[src/rtl/sistema_pkg.sv]
// Shared constants, FSM state encoding and hash payload type for the
// micro-UCR-hash nonce miner.
package sistema_pkg;

    localparam int unsigned BYTE_W        = 8;
    localparam int unsigned PAYLOAD_W     = 96;
    localparam int unsigned PAYLOAD_BYTES = 12;
    localparam int unsigned NONCE_W       = 32;
    localparam int unsigned HASH_W        = 24;
    localparam int unsigned WIN_LEN       = 16;
    localparam int unsigned RND_W         = 5;

    localparam int unsigned ROUND_SPLIT   = 17;
    localparam int unsigned NUM_ROUNDS    = 32;

    localparam logic [BYTE_W-1:0] H_INIT0 = 8'h01;
    localparam logic [BYTE_W-1:0] H_INIT1 = 8'h89;
    localparam logic [BYTE_W-1:0] H_INIT2 = 8'hFE;
    localparam logic [BYTE_W-1:0] K_LO    = 8'h99;
    localparam logic [BYTE_W-1:0] K_HI    = 8'hA1;

    typedef enum logic [2:0] {
        IDLE  = 3'd0,
        LOAD  = 3'd1,
        ROUND = 3'd2,
        CHECK = 3'd3,
        DONE  = 3'd4
    } state_t;

    // {H0,H1,H2}, H0 in the most significant byte
    typedef struct packed {
        logic [BYTE_W-1:0] h0;
        logic [BYTE_W-1:0] h1;
        logic [BYTE_W-1:0] h2;
    } hash_t;

endpackage

[src/rtl/micro_hash_round.sv]
// One combinational round of the micro-UCR-hash plus the message expansion
// byte that enters the sliding window behind it.
//   a, b, c          current round state
//   w                message byte W[i] for this round (window head)
//   w_m3/w_m9/w_m14  window taps W[i+13], W[i+7], W[i+2]
//   rnd              round index 0..31
//   a_n, b_n, c_n    next round state
//   w_n              expanded byte W[i+16]
module micro_hash_round
    import sistema_pkg::*;
(
    input  logic [BYTE_W-1:0] a,
    input  logic [BYTE_W-1:0] b,
    input  logic [BYTE_W-1:0] c,
    input  logic [BYTE_W-1:0] w,
    input  logic [BYTE_W-1:0] w_m3,
    input  logic [BYTE_W-1:0] w_m9,
    input  logic [BYTE_W-1:0] w_m14,
    input  logic [RND_W-1:0]  rnd,
    output logic [BYTE_W-1:0] a_n,
    output logic [BYTE_W-1:0] b_n,
    output logic [BYTE_W-1:0] c_n,
    output logic [BYTE_W-1:0] w_n
);

    logic              first_half;
    logic [BYTE_W-1:0] x;
    logic [BYTE_W-1:0] k;

    // Round constant and mixing function switch at ROUND_SPLIT
    always_comb begin
        first_half = (rnd < RND_W'(ROUND_SPLIT));
        x          = first_half ? (a ^ b) : (a | b);
        k          = first_half ? K_LO : K_HI;
        a_n        = b;
        b_n        = c ^ x;
        c_n        = x + k + w;
        w_n        = w_m3 | (w_m9 ^ w_m14);
    end

endmodule

[src/rtl/sistema_area.sv]
// Area-optimised nonce miner: appends a 32-bit nonce to a latched 96-bit
// payload, hashes it with one shared round unit (one round per clock) and
// steps the nonce from 0 until H0 and H1 are both below the latched target.
//   clk        system clock
//   reset_n    asynchronous active-low reset
//   payload    message bytes W0..W11, W0 = payload[95:88]
//   active     level enable: 1 = search/hold, 0 = abort to idle
//   target     difficulty threshold
//   terminado  valid nonce found, outputs stable
//   nonceOut   winning nonce; current nonce while searching
//   hashOut    {H0,H1,H2} of the last completed hash
module sistema_area
    import sistema_pkg::*;
(
    input  logic                 clk,
    input  logic                 reset_n,
    input  logic [PAYLOAD_W-1:0] payload,
    input  logic                 active,
    input  logic [BYTE_W-1:0]    target,
    output logic                 terminado,
    output logic [NONCE_W-1:0]   nonceOut,
    output logic [HASH_W-1:0]    hashOut
);

    state_t               state_q, state_d;
    logic [PAYLOAD_W-1:0] payload_q, payload_d;
    logic [BYTE_W-1:0]    target_q, target_d;
    logic [NONCE_W-1:0]   nonce_q, nonce_d;
    logic [BYTE_W-1:0]    win_q [WIN_LEN];
    logic [BYTE_W-1:0]    win_d [WIN_LEN];
    logic [BYTE_W-1:0]    a_q, a_d, b_q, b_d, c_q, c_d;
    logic [RND_W-1:0]     rnd_q, rnd_d;
    logic                 term_q, term_d;
    logic [NONCE_W-1:0]   nonce_out_q, nonce_out_d;
    hash_t                hash_q, hash_d;

    logic [BYTE_W-1:0]    ra, rb, rc, rw;
    hash_t                hash_c;
    logic                 valid_c;

    micro_hash_round u_round (
        .a     (a_q),
        .b     (b_q),
        .c     (c_q),
        .w     (win_q[0]),
        .w_m3  (win_q[13]),
        .w_m9  (win_q[7]),
        .w_m14 (win_q[2]),
        .rnd   (rnd_q),
        .a_n   (ra),
        .b_n   (rb),
        .c_n   (rc),
        .w_n   (rw)
    );

    // Final hash and difficulty test on the post-round state
    always_comb begin
        hash_c.h0 = H_INIT0 + a_q;
        hash_c.h1 = H_INIT1 + b_q;
        hash_c.h2 = H_INIT2 + c_q;
        valid_c   = (hash_c.h0 < target_q) && (hash_c.h1 < target_q);
    end

    // Next-state and datapath update; everything holds unless a state acts
    always_comb begin
        state_d     = state_q;
        payload_d   = payload_q;
        target_d    = target_q;
        nonce_d     = nonce_q;
        win_d       = win_q;
        a_d         = a_q;
        b_d         = b_q;
        c_d         = c_q;
        rnd_d       = rnd_q;
        term_d      = term_q;
        nonce_out_d = nonce_out_q;
        hash_d      = hash_q;

        if (!active) begin
            // Abort from any state; nonceOut/hashOut keep their values
            state_d = IDLE;
            term_d  = 1'b0;
        end else begin
            case (state_q)
                IDLE: begin
                    payload_d   = payload;
                    target_d    = target;
                    nonce_d     = '0;
                    nonce_out_d = '0;
                    state_d     = LOAD;
                end
                LOAD: begin
                    for (int j = 0; j < int'(PAYLOAD_BYTES); j++) begin
                        win_d[j] = payload_q[int'(PAYLOAD_W) - 1 - int'(BYTE_W) * j -: BYTE_W];
                    end
                    win_d[12] = nonce_q[31:24];
                    win_d[13] = nonce_q[23:16];
                    win_d[14] = nonce_q[15:8];
                    win_d[15] = nonce_q[7:0];
                    a_d       = H_INIT0;
                    b_d       = H_INIT1;
                    c_d       = H_INIT2;
                    rnd_d     = '0;
                    state_d   = ROUND;
                end
                ROUND: begin
                    a_d = ra;
                    b_d = rb;
                    c_d = rc;
                    // Window slides one byte; the expanded byte enters at the tail
                    for (int j = 0; j < int'(WIN_LEN) - 1; j++) begin
                        win_d[j] = win_q[j + 1];
                    end
                    win_d[WIN_LEN - 1] = rw;
                    rnd_d = rnd_q + RND_W'(1);
                    if (rnd_q == RND_W'(NUM_ROUNDS - 1)) begin
                        state_d = CHECK;
                    end
                end
                CHECK: begin
                    hash_d = hash_c;
                    if (valid_c) begin
                        nonce_out_d = nonce_q;
                        term_d      = 1'b1;
                        state_d     = DONE;
                    end else begin
                        // Wraps naturally past 0xFFFFFFFF
                        nonce_d     = nonce_q + NONCE_W'(1);
                        nonce_out_d = nonce_q + NONCE_W'(1);
                        state_d     = LOAD;
                    end
                end
                DONE: begin
                    state_d = DONE;
                end
                default: begin
                    state_d = IDLE;
                end
            endcase
        end
    end

    always_ff @(posedge clk or negedge reset_n) begin
        if (!reset_n) begin
            state_q     <= IDLE;
            payload_q   <= '0;
            target_q    <= '0;
            nonce_q     <= '0;
            win_q       <= '{default: '0};
            a_q         <= '0;
            b_q         <= '0;
            c_q         <= '0;
            rnd_q       <= '0;
            term_q      <= 1'b0;
            nonce_out_q <= '0;
            hash_q      <= '0;
        end else begin
            state_q     <= state_d;
            payload_q   <= payload_d;
            target_q    <= target_d;
            nonce_q     <= nonce_d;
            win_q       <= win_d;
            a_q         <= a_d;
            b_q         <= b_d;
            c_q         <= c_d;
            rnd_q       <= rnd_d;
            term_q      <= term_d;
            nonce_out_q <= nonce_out_d;
            hash_q      <= hash_d;
        end
    end

    assign terminado = term_q;
    assign nonceOut  = nonce_out_q;
    assign hashOut   = hash_q;

endmodule

[config.mk]
export PLATFORM = sky130hd
export DESIGN_NAME = sistema_area
export DESIGN_NICKNAME = d
export VERILOG_FILES = /design/src/rtl/sistema_pkg.sv /design/src/rtl/micro_hash_round.sv /design/src/rtl/sistema_area.sv
export SDC_FILE = /design/constraint.sdc
export NUM_CORES = 1
export LEC_CHECK = 0
export CORE_MARGIN = 4
export CORE_UTILIZATION = 40
export DETAILED_ROUTE_END_ITERATION = 8
export DONT_BUFFER_PORTS = 1
export PLACE_DENSITY = 0.64
export SLEW_MARGIN = 20
export SYNTH_ARGS = -nofsm -noshare
export SYNTH_HDL_FRONTEND = slang
export SYNTH_SLANG_ARGS = --single-unit
[constraint.sdc]
create_clock -name clk -period 4.1 [get_ports clk]
set_input_delay 0.615 -clock clk [delete_from_list [all_inputs] [get_ports clk]]
set_output_delay 0.615 -clock clk [all_outputs]
set_load 0.01 [all_outputs]
**Word-level counts from Yosys, hierarchy flattened**

Cells that the tools add are included.

- Register bits: 321
- Bits of input ports: 107
- Output and inout bits: 57
- Word-level logic and storage cells: 77

- Add/sub/neg operators: 7
- Order comparisons: 3
- Equal/unequal tests: 9
- Multiplexer cells: 16
- Bitwise logic cells: 5
- Reduce and logical (&&, ||, !) cells: 9

Operator list:

| kind | number |
|---|---|
| $pmux W128 S2 | 1 |
| $pmux W32 S2 | 1 |
| $pmux W8 S2 | 3 |
| $add A32 B1 Y32 const B | 1 |
| $mux W32 | 1 |
| $xor A8 B8 Y8 | 3 |
| $add A8 B8 Y8 | 2 |
| $add A8 B8 Y8 const A | 2 |
| $lt A8 B8 Y1 | 2 |
| $or A8 B8 Y8 | 2 |
| $pmux W3 S5 | 1 |
| $pmux W5 S2 | 1 |
| $mux W3 | 3 |
| $add A1 B8 Y8 const A | 1 |
| $mux W8 | 1 |
| $reduce_and A2 Y1 | 4 |
| $eq A3 B2 Y1 const B | 2 |
| $mux W6 | 1 |
| $add A5 B1 Y5 const B | 1 |
| $eq A5 B5 Y1 const B | 1 |
| $lt A5 B5 Y1 const B | 1 |
| $ne A2 B1 Y1 const B | 2 |
| $reduce_bool A2 Y1 | 2 |
| $eq A3 B1 Y1 const B | 1 |
| other kinds (7) | 9 |

**Longest topological paths before layout**

Gate-level depths: netlist (run 1).

- Depth in word-level cells: 6
- Depth in mapped cells: 14
- Mapped depth without buffers: 14

**By module**

A second synthesis (run 1) with hierarchy kept.

- Cell total of the unflattened synthesis: 1573
- Area total of the unflattened synthesis: 14572.7 um2

By module, submodules not included:

| module | instances | cells each | area an instance (um2) | seq. area each (um2) |
|---|---|---|---|---|
| sistema_area | 1 | 1453 | 13664.4 | 8032.7 |
| micro_hash_round | 1 | 120 | 908.4 | 0.0 |

**Worst setup path after synthesis (run 1)**

OpenSTA, ideal clock, no wires.

- Path type: reg2reg
- Start point: register rnd_q[1]
- End point: register c_q[7]
- Library setup time: 136 ps
- Data arrival time: 3072 ps
- Required time: 3964 ps
- Slack: 892 ps
- Cell stages (with the launch flop): 14
- Path buffers: 1
- Period minus slack after synthesis: 3208 ps
- Cells stage by stage: dfrtp_1 > o41ai_2 > buf_2 > nand2_1 > o21ai_0 > ha_1 > ha_1 > fa_1 > a21o_1 > a21oi_1 > o21bai_1 > a21oi_1 > xnor2_1 > a21oi_1

- Longest elaborated chain between the ends: 5
- Elaborated cells on any way between the ends: 6
- Classes of those cells: add/sub: 2; order compare: 1; mux: 3

Ends and longest elaborated chain:

| element | RTL line | RTL |
|---|---|---|
| from (decl) | sistema_area.sv:32 | `logic [RND_W-1:0] rnd_q, rnd_d;` |
| from (signal assigned) | sistema_area.sv:166 | `rnd_q <= rnd_d;` |
| $lt A5 B5 Y1 * | micro_hash_round.sv:32 | `first_half = (rnd < RND_W'(ROUND_SPLIT));` |
| $mux W8 / $mux W6 (equally long branches) | micro_hash_round.sv:33, micro_hash_round.sv:34 |  |
| $add A8 B8 Y8 * (2 in a row) | micro_hash_round.sv:37 | `c_n = x + k + w;` |
| $pmux W8 S2 * | sistema_area.sv:84 | `case (state_q)` |
| to (signal assigned) | sistema_area.sv:152 | `c_q <= '0;` |
| to (signal assigned) | sistema_area.sv:165 | `c_q <= c_d;` |
| to (decl) | sistema_area.sv:31 | `logic [BYTE_W-1:0] a_q, a_d, b_q, b_d, c_q, c_d;` |

Every way passes the cells marked *; elsewhere a longest branch is shown, timed or not.
A chain may end at the register's enable or synchronous reset.

==> metrics.txt, run 1 <==
Most used DFF post-synth=dfrtp_1; static leakage=8.05 nW; Overall Power=13.1 mW; setup tns final=0 ps; # diodes=0; Clock Root Buffer=clkbuf_16; Hold Crit Class=in2async; fin crit share=0.808; Setup Fix Bufs, Post-CTS=0; Worst path slowest cell=o211ai_2; die height=196 µm; maxcap violations=0; Final Hold Fails=137; total track usage=0.179; Avg WL per Cell=18.9 µm; unrepaired setup endpoints after global routing=no; synthesized instance count=1,425; initial antenna violation count=0; vias per inst=5.49; CTS resizes=0; worst skew pair latency=540 ps; Cell Chain, Critical Path=ha_1 -> nand3_1 -> nor3_1 -> xnor2_1 -> ha_1 -> and4_1 -> a2111oi_4 -> o31ai_4 -> o211ai_2 -> or3_1 -> a21oi_1; routed via count=10,300; Max IR drop VDD=0.441 mV; clock sink total=321; critical path endpoint category=register; Max Fclk=0.302 GHz; Slew headroom=0.0667; critical path's top delay family=compound AO/OA/AOI/OAI gates; Area growth, synth to finish=10.8%; Crit path required time=4510 ps; max incr delay on CP=630 ps; final hold slack=-206 ps; adder-cell share of the synthesized area=0.0391; xor/xnor cell area share of the yosys netlist=0.0290; Mapped Area=14,200 µm²; number of global-route vias before repair=10,200; CP arrival=3720 ps; clock buffer count from CTS=35; minimum clock period=3310 ps; Final Wtd Congestion=0.855; sequential share of the synthesized area=0.565; CTS tree=yes; clock tree buffer depth=3; Post-Syn Area per Cell=9.97 µm²; Fin Clk Skew=14.8 ps; Synth Area in Compound Gates=0.149; failing checks=negative hold slack; drc violations=0; grt ovf=0; Pins Over Slew Limit=0; mux cell area share after synthesis=0.00370; largest net degree at the start of global routing=322; worst-path fanout max=17; unique cell type count in the Yosys netlist=57; FFs w/ async S/R, synth=1.00; Setup WS pre-CTS=838 ps; DR iter-0 viols=998; initial core utilization=0.408; status=finished, violations left; IO Count=164; final net count=1,538; Post-Synth Simple-Gate Area=0.147; number of synthesized flops with an enable pin=0; Worst Tran Pin Value=1400 ps; die area=38,600 µm²; core area=34,800 µm²; clk slew on worst S/H paths=60 ps; synth warn=0; first-pass GRT wire length=56.5 mm; 1st-pass router iterations=7; Post-Route WL=35.2 mm; CP Launch Type=register; Yosys reg bits=321; crit path buf inv count=0; Most Frequent Cell on Critical Path=ha_1; die width=196 µm; largest family of logic cells by synthesized area=compound AO/OA/AOI/OAI gates; Setup CP Type=reg2reg; Core Rows=68; H-tree levels=2; # port buffers=0; hpwl dp=23.1 mm; Final setup viols=0; PwrDens=834 nW/µm²; final worst slack=788 ps; Post-Syn Nets=1,574; DRT antenna net count=0; layout cells sized above 1=0.0587
-- layout make-up --
class	count	area (µm²)
clock buffers	52	1020
clock inverters	9	131
fillers	3264	19100
inverters	159	597
multi-input cells	861	5260
flip-flops and latches	321	8030
well taps	455	569
repair buffers	11	133
-- power by group --
| group | internal [mW] | switching (mW) |
|---|---|---|
| logic | 1.82 | 2.80 |
| clock network | 1.87 | 1.29 |
| registers | 4.41 | 0.933 |
-- placed cells by master (no fill, tap or decap), drive strengths merged, types with 5 or more instances in the layout --
cell | synthesis | final
a21o | 6 | 6
a21oi | 39 | 39
a222oi | 119 | 119
a22oi | 5 | 5
and3 | 7 | 7
buf | 16 | 11
clkbuf | 68 | 52
dfrtp | 321 | 321
ha | 38 | 38
inv | 159 | 162
nand2 | 375 | 375
nand3 | 24 | 24
nand4 | 8 | 8
nor2 | 38 | 38
nor3 | 10 | 10
o21ai | 57 | 57
o22ai | 13 | 13
or3 | 23 | 23
xnor2 | 24 | 24
xor2 | 23 | 23
-- state kept, by name, indices dropped and copies added, names as in the netlist --
name       flops
state_q        3
c_q            8
target_q       8
terminado      1
hashOut       24
win_q        128
a_q            8
b_q            8
payload_q     96
rnd_q          5
nonceOut      32
-- Yosys cell counts, types with 3 or more instances --
cell type / instances / area (µm²)
nand2_1: 375 / 1410
dfrtp_1: 321 / 8030
inv_1: 159 / 597
a222oi_1: 119 / 1190
clkbuf_1: 67 / 251
o21ai_0: 41 / 205
a21oi_1: 39 / 195
ha_1: 38 / 475
nor2_1: 37 / 139
nand3_1: 24 / 120
xnor2_1: 24 / 210
or3_1: 23 / 144
xor2_1: 23 / 201
o21ai_1: 16 / 80.1
o22ai_1: 13 / 81.3
buf_2: 12 / 60.1
nor3_1: 9 / 45.0
and3_1: 7 / 43.8
nand4_1: 7 / 43.8
a21o_1: 6 / 45.0
a22oi_1: 5 / 37.5
and2_1: 4 / 25.0
fa_1: 4 / 80.1
a22o_1: 3 / 26.3
and4_1: 3 / 26.3
mux2i_1: 3 / 30.0
nor2b_1: 3 / 18.8
o21a_1: 3 / 22.5
-- stage by stage --
stage	util	hold WS [ps]	cells	cell area (µm²)
floorplan	-	319	1425	14200
global placement	0.419	342	1807	14600
CTS	0.452	-233	1868	15700
detailed placement	0.419	340	1807	14600
finish	0.452	-206	1868	15700
global route	0.452	-235	1868	15700
-- cells by family (layout without fill, tap and decap cells) --
| family | after synthesis | count (layout) |
|---|---|---|
| AO/OA/AOI/OAI | 265 | 265 |
| XOR/XNOR | 47 | 47 |
| adder cells (fa/ha/maj) | 42 | 42 |
| buffers and inverters | 243 | 231 |
| flip-flops | 321 | 321 |
| multiplexers | 5 | 5 |
| AND/OR/NAND/NOR | 502 | 502 |
-- per-layer routing --
metal	GRT usage	wire length, µm
met5	0	0
met4	0.0458	699
met3	0.0323	1980
met2	0.291	16800
met1	0.251	15800
-- worst paths after layout --
path,start,end,slack [ps],cells past startpoint
setup / recovery,a_q[0]$_DFFE_PN0P_,nonceOut[18]$_DFFE_PN0P_,790,11
min in group clk,payload[44],payload_q[44]$_DFFE_PN0P_,180,2
max in group asynchronous,reset_n,payload_q[32]$_DFFE_PN0P_,3200,0
hold / removal,reset_n,hashOut[3]$_DFFE_PN0P_,-210,0
hold reg to reg,payload_q[25]$_DFFE_PN0P_,payload_q[25]$_DFFE_PN0P_,480,2
setup reg to reg,a_q[0]$_DFFE_PN0P_,nonceOut[18]$_DFFE_PN0P_,790,11
-- worst register-to-register path, delay by kind of cell, from the launching register on --
family	cells	cell delay [ps]
flip-flops	1	410
XOR/XNOR	1	190
AND/OR/NAND/NOR	4	780
adder cells (fa/ha/maj)	2	530
AO/OA/AOI/OAI	4	1280
Note: power is estimated with default switching activity, not from simulation.
==> run 2, diff against run 1 <==
==> constraint.sdc (replaced) <==
create_clock -name clk -period 3.2 [get_ports clk]
set_input_delay 0.48 -clock clk [delete_from_list [all_inputs] [get_ports clk]]
set_output_delay 0.48 -clock clk [all_outputs]
set_load 0.01 [all_outputs]
==> run 2 against run 1 <==
  * The run still ends with negative hold slack left
  * Core utilization is 1.0 points higher
  * Flip-flop and latch count stayed put
  * Fmax is 8.8% higher
  * Sequential power is 28% higher
  * Total power is 31% higher
  * Sequential share of layout area is 1.1 points lower
  * Global-route usage is 0.24 points higher
  * Critical endpoint is now c_q[7]$_DFFE_PN0P_
  * Largest cell class unchanged
  * Highest routed layer is now met5
==> metrics.txt, run 2 (synthesis results as in run 1) <==
max incr delay on CP=480 ps (was 630 ps); minimum clock period=3050 ps (was 3310 ps); initial antenna violation count=1 (was 0); area of the multi-input gates=5320 µm² (was 5260 µm²); Overall Power=17.2 mW (was 13.1 mW); H-tree levels=2 (unchanged); clock buffer count from CTS=37 (was 35); commonest non-fill, non-tap cell in the layout=nand2_1 (unchanged); final hold slack=-337 ps (was -206 ps); Worst path slowest cell=fa_1 (was o211ai_2); Hold Crit Class=in2async (unchanged); failing checks=negative hold slack (unchanged); CP arrival=3440 ps (was 3720 ps); 1st-pass router iterations=8 (was 7); Core Rows=68 (unchanged); number of global-route vias before repair=10,400 (was 10,200); core area=34,800 µm² (unchanged); maxcap violations=0 (unchanged); clk slew on worst S/H paths=60 ps (about the same); Avg WL per Cell=18.8 µm (was 18.9 µm); Final setup viols=0 (unchanged); clock sink total=321 (unchanged); Max IR drop VDD=0.621 mV (was 0.441 mV); most frequent cells in the layout=373 x nand2_1, 320 x dfrtp_1, 159 x inv_1, 119 x a222oi_1, 40 x o21ai_0 (was 373 x nand2_1, 321 x dfrtp_1, 159 x inv_1, 119 x a222oi_1, 41 x o21ai_0); DRT antenna net count=0 (unchanged); max reg flops=128 (unchanged); Setup CP Type=reg2reg (unchanged); hpwl dp=23.1 mm (about the same); Top reg by flops=win_q (unchanged); clock tree buffer depth=3 (unchanged); Worst Tran Pin Value=1400 ps (about the same); Post-Route WL=35.7 mm (was 35.2 mm); initial core utilization=0.408 (unchanged); worst-path fanout max=8 (was 17); grt ovf=0 (unchanged); critical path endpoint category=register (unchanged); Final Hold Fails=321 (was 137); Max Fclk=0.328 GHz (was 0.302 GHz); Final Util=0.463 (was 0.452); IO Count=164 (unchanged); Clock Root Buffer=clkbuf_16 (unchanged); CP Launch Type=register (unchanged); static leakage=8.21 nW (was 8.05 nW); total track usage=0.182 (was 0.179); fin crit share=0.952 (was 0.808); vias per inst=5.51 (was 5.49); die width=196 µm (unchanged); largest net degree at the start of global routing=322 (unchanged); Fillers=3,235 (was 3,264); PwrDens=1070 nW/µm² (was 834 nW/µm²); Cell Chain, Critical Path=o41ai_4 -> buf_12 -> buf_4 -> a21oi_2 -> fa_1 -> inv_1 -> ha_1 -> a21o_1 -> a21oi_2 -> o21bai_1 -> a21oi_1 -> xnor2_1 -> a21oi_1 (was ha_1 -> nand3_1 -> nor3_1 -> xnor2_1 -> ha_1 -> and4_1 -> a2111oi_4 -> o31ai_4 -> o211ai_2 -> or3_1 -> a21oi_1); Pins Over Slew Limit=0 (unchanged); die area=38,600 µm² (unchanged); Reg area=8030 µm² (about the same); first-pass GRT wire length=57.0 mm (was 56.5 mm); Fin Clk Skew=26.2 ps (was 14.8 ps); Slew headroom=0.0671 (was 0.0667); status=finished, violations left (unchanged); DR iter-0 viols=1,090 (was 998); # diodes=0 (unchanged); Area growth, synth to finish=13.3% (was 10.8%); final net count=1,564 (was 1,538); worst skew pair latency=550 ps (was 540 ps); drc violations=0 (unchanged); CTS tree=yes (unchanged); Final Wtd Congestion=0.844 (was 0.855); cts hold-fix bufs=9; layout cells sized above 1=0.0751 (was 0.0587); routed via count=10,400 (was 10,300); Crit path required time=3600 ps (was 4510 ps); die height=196 µm (unchanged); # port buffers=0 (unchanged)
## run 2: metrics by stage
stage | hold WS [ps] | cell area (µm²) | TNS (ps) | instances | worst slack [ps]
after floorplan | 184 | 14200 | 0 | 1425 | 88.7
after global placement | 207 | 14700 | 0 | 1813 | 118
after detailed placement | 209 | 14700 | 0 | 1813 | 30.1
after CTS | -387 | 15900 | 0 | 1885 | 21.2
after global routing | -371 | 16100 | -9.82 | 1894 | -9.82
final | -337 | 16100 | 0 | 1894 | 155
## run 2: cell type report
type                       instances  share of cell area
sequential                       321               0.499
inverter                         159              0.0371
tap                              455              0.0354
multi-input combinational        862               0.330
clock buffer                      51              0.0640
timing repair buffer              34              0.0242
clock inverter                    12              0.0102
## run 2: what timing repair did
| action | in CTS | in global routing |
|---|---|---|
| setup buffers | 0 | 6 |
| pin swaps | 1 | 7 |
| hold endpoints to repair | 330 | 321 |
| gates cloned | 0 | 2 |
| endpoints found under the setup margin | 1 | 20 |
| gates resized for setup | 1 | 9 |
## run 2: final timing paths
path,startpoint,endpoint,slack (ps),cells after the start
setup / recovery,rnd_q[3]$_DFFE_PN0P_,c_q[7]$_DFFE_PN0P_,150,13
max in group asynchronous,reset_n,payload_q[84]$_DFFE_PN0P_,2430,0
min in group clk,payload[54],payload_q[54]$_DFFE_PN0P_,30,2
setup reg to reg,rnd_q[3]$_DFFE_PN0P_,c_q[7]$_DFFE_PN0P_,150,13
hold reg to reg,payload_q[60]$_DFFE_PN0P_,payload_q[60]$_DFFE_PN0P_,480,2
hold / removal,reset_n,c_q[6]$_DFFE_PN0P_,-340,0
## run 2: power breakdown
part           internal [mW]  switching (mW)  total [mW]
clock network           2.50            1.68        4.19
registers               5.66            1.20        6.86
logic                   2.50            3.66        6.15
total                   10.7            6.54        17.2
## run 2: critical path: cells and delay by family, from the launching register on
family / cells / cell delay, ps
buffers and inverters: 3 / 330
AOI/OAI and AO/OA: 7 / 1200
DFF: 1 / 420
xor gates and xnor gates: 1 / 140
adders and majority gates: 2 / 800
## run 2: metal layers
metal / global-route usage / vias up / wire length (µm)
met5: 0 / - / 20
met4: 0.0520 / 2 / 743
met3: 0.0395 / 54 / 2110
met2: 0.292 / 300 / 17100
met1: 0.250 / 5171 / 15700
li1: - / 4911 / -
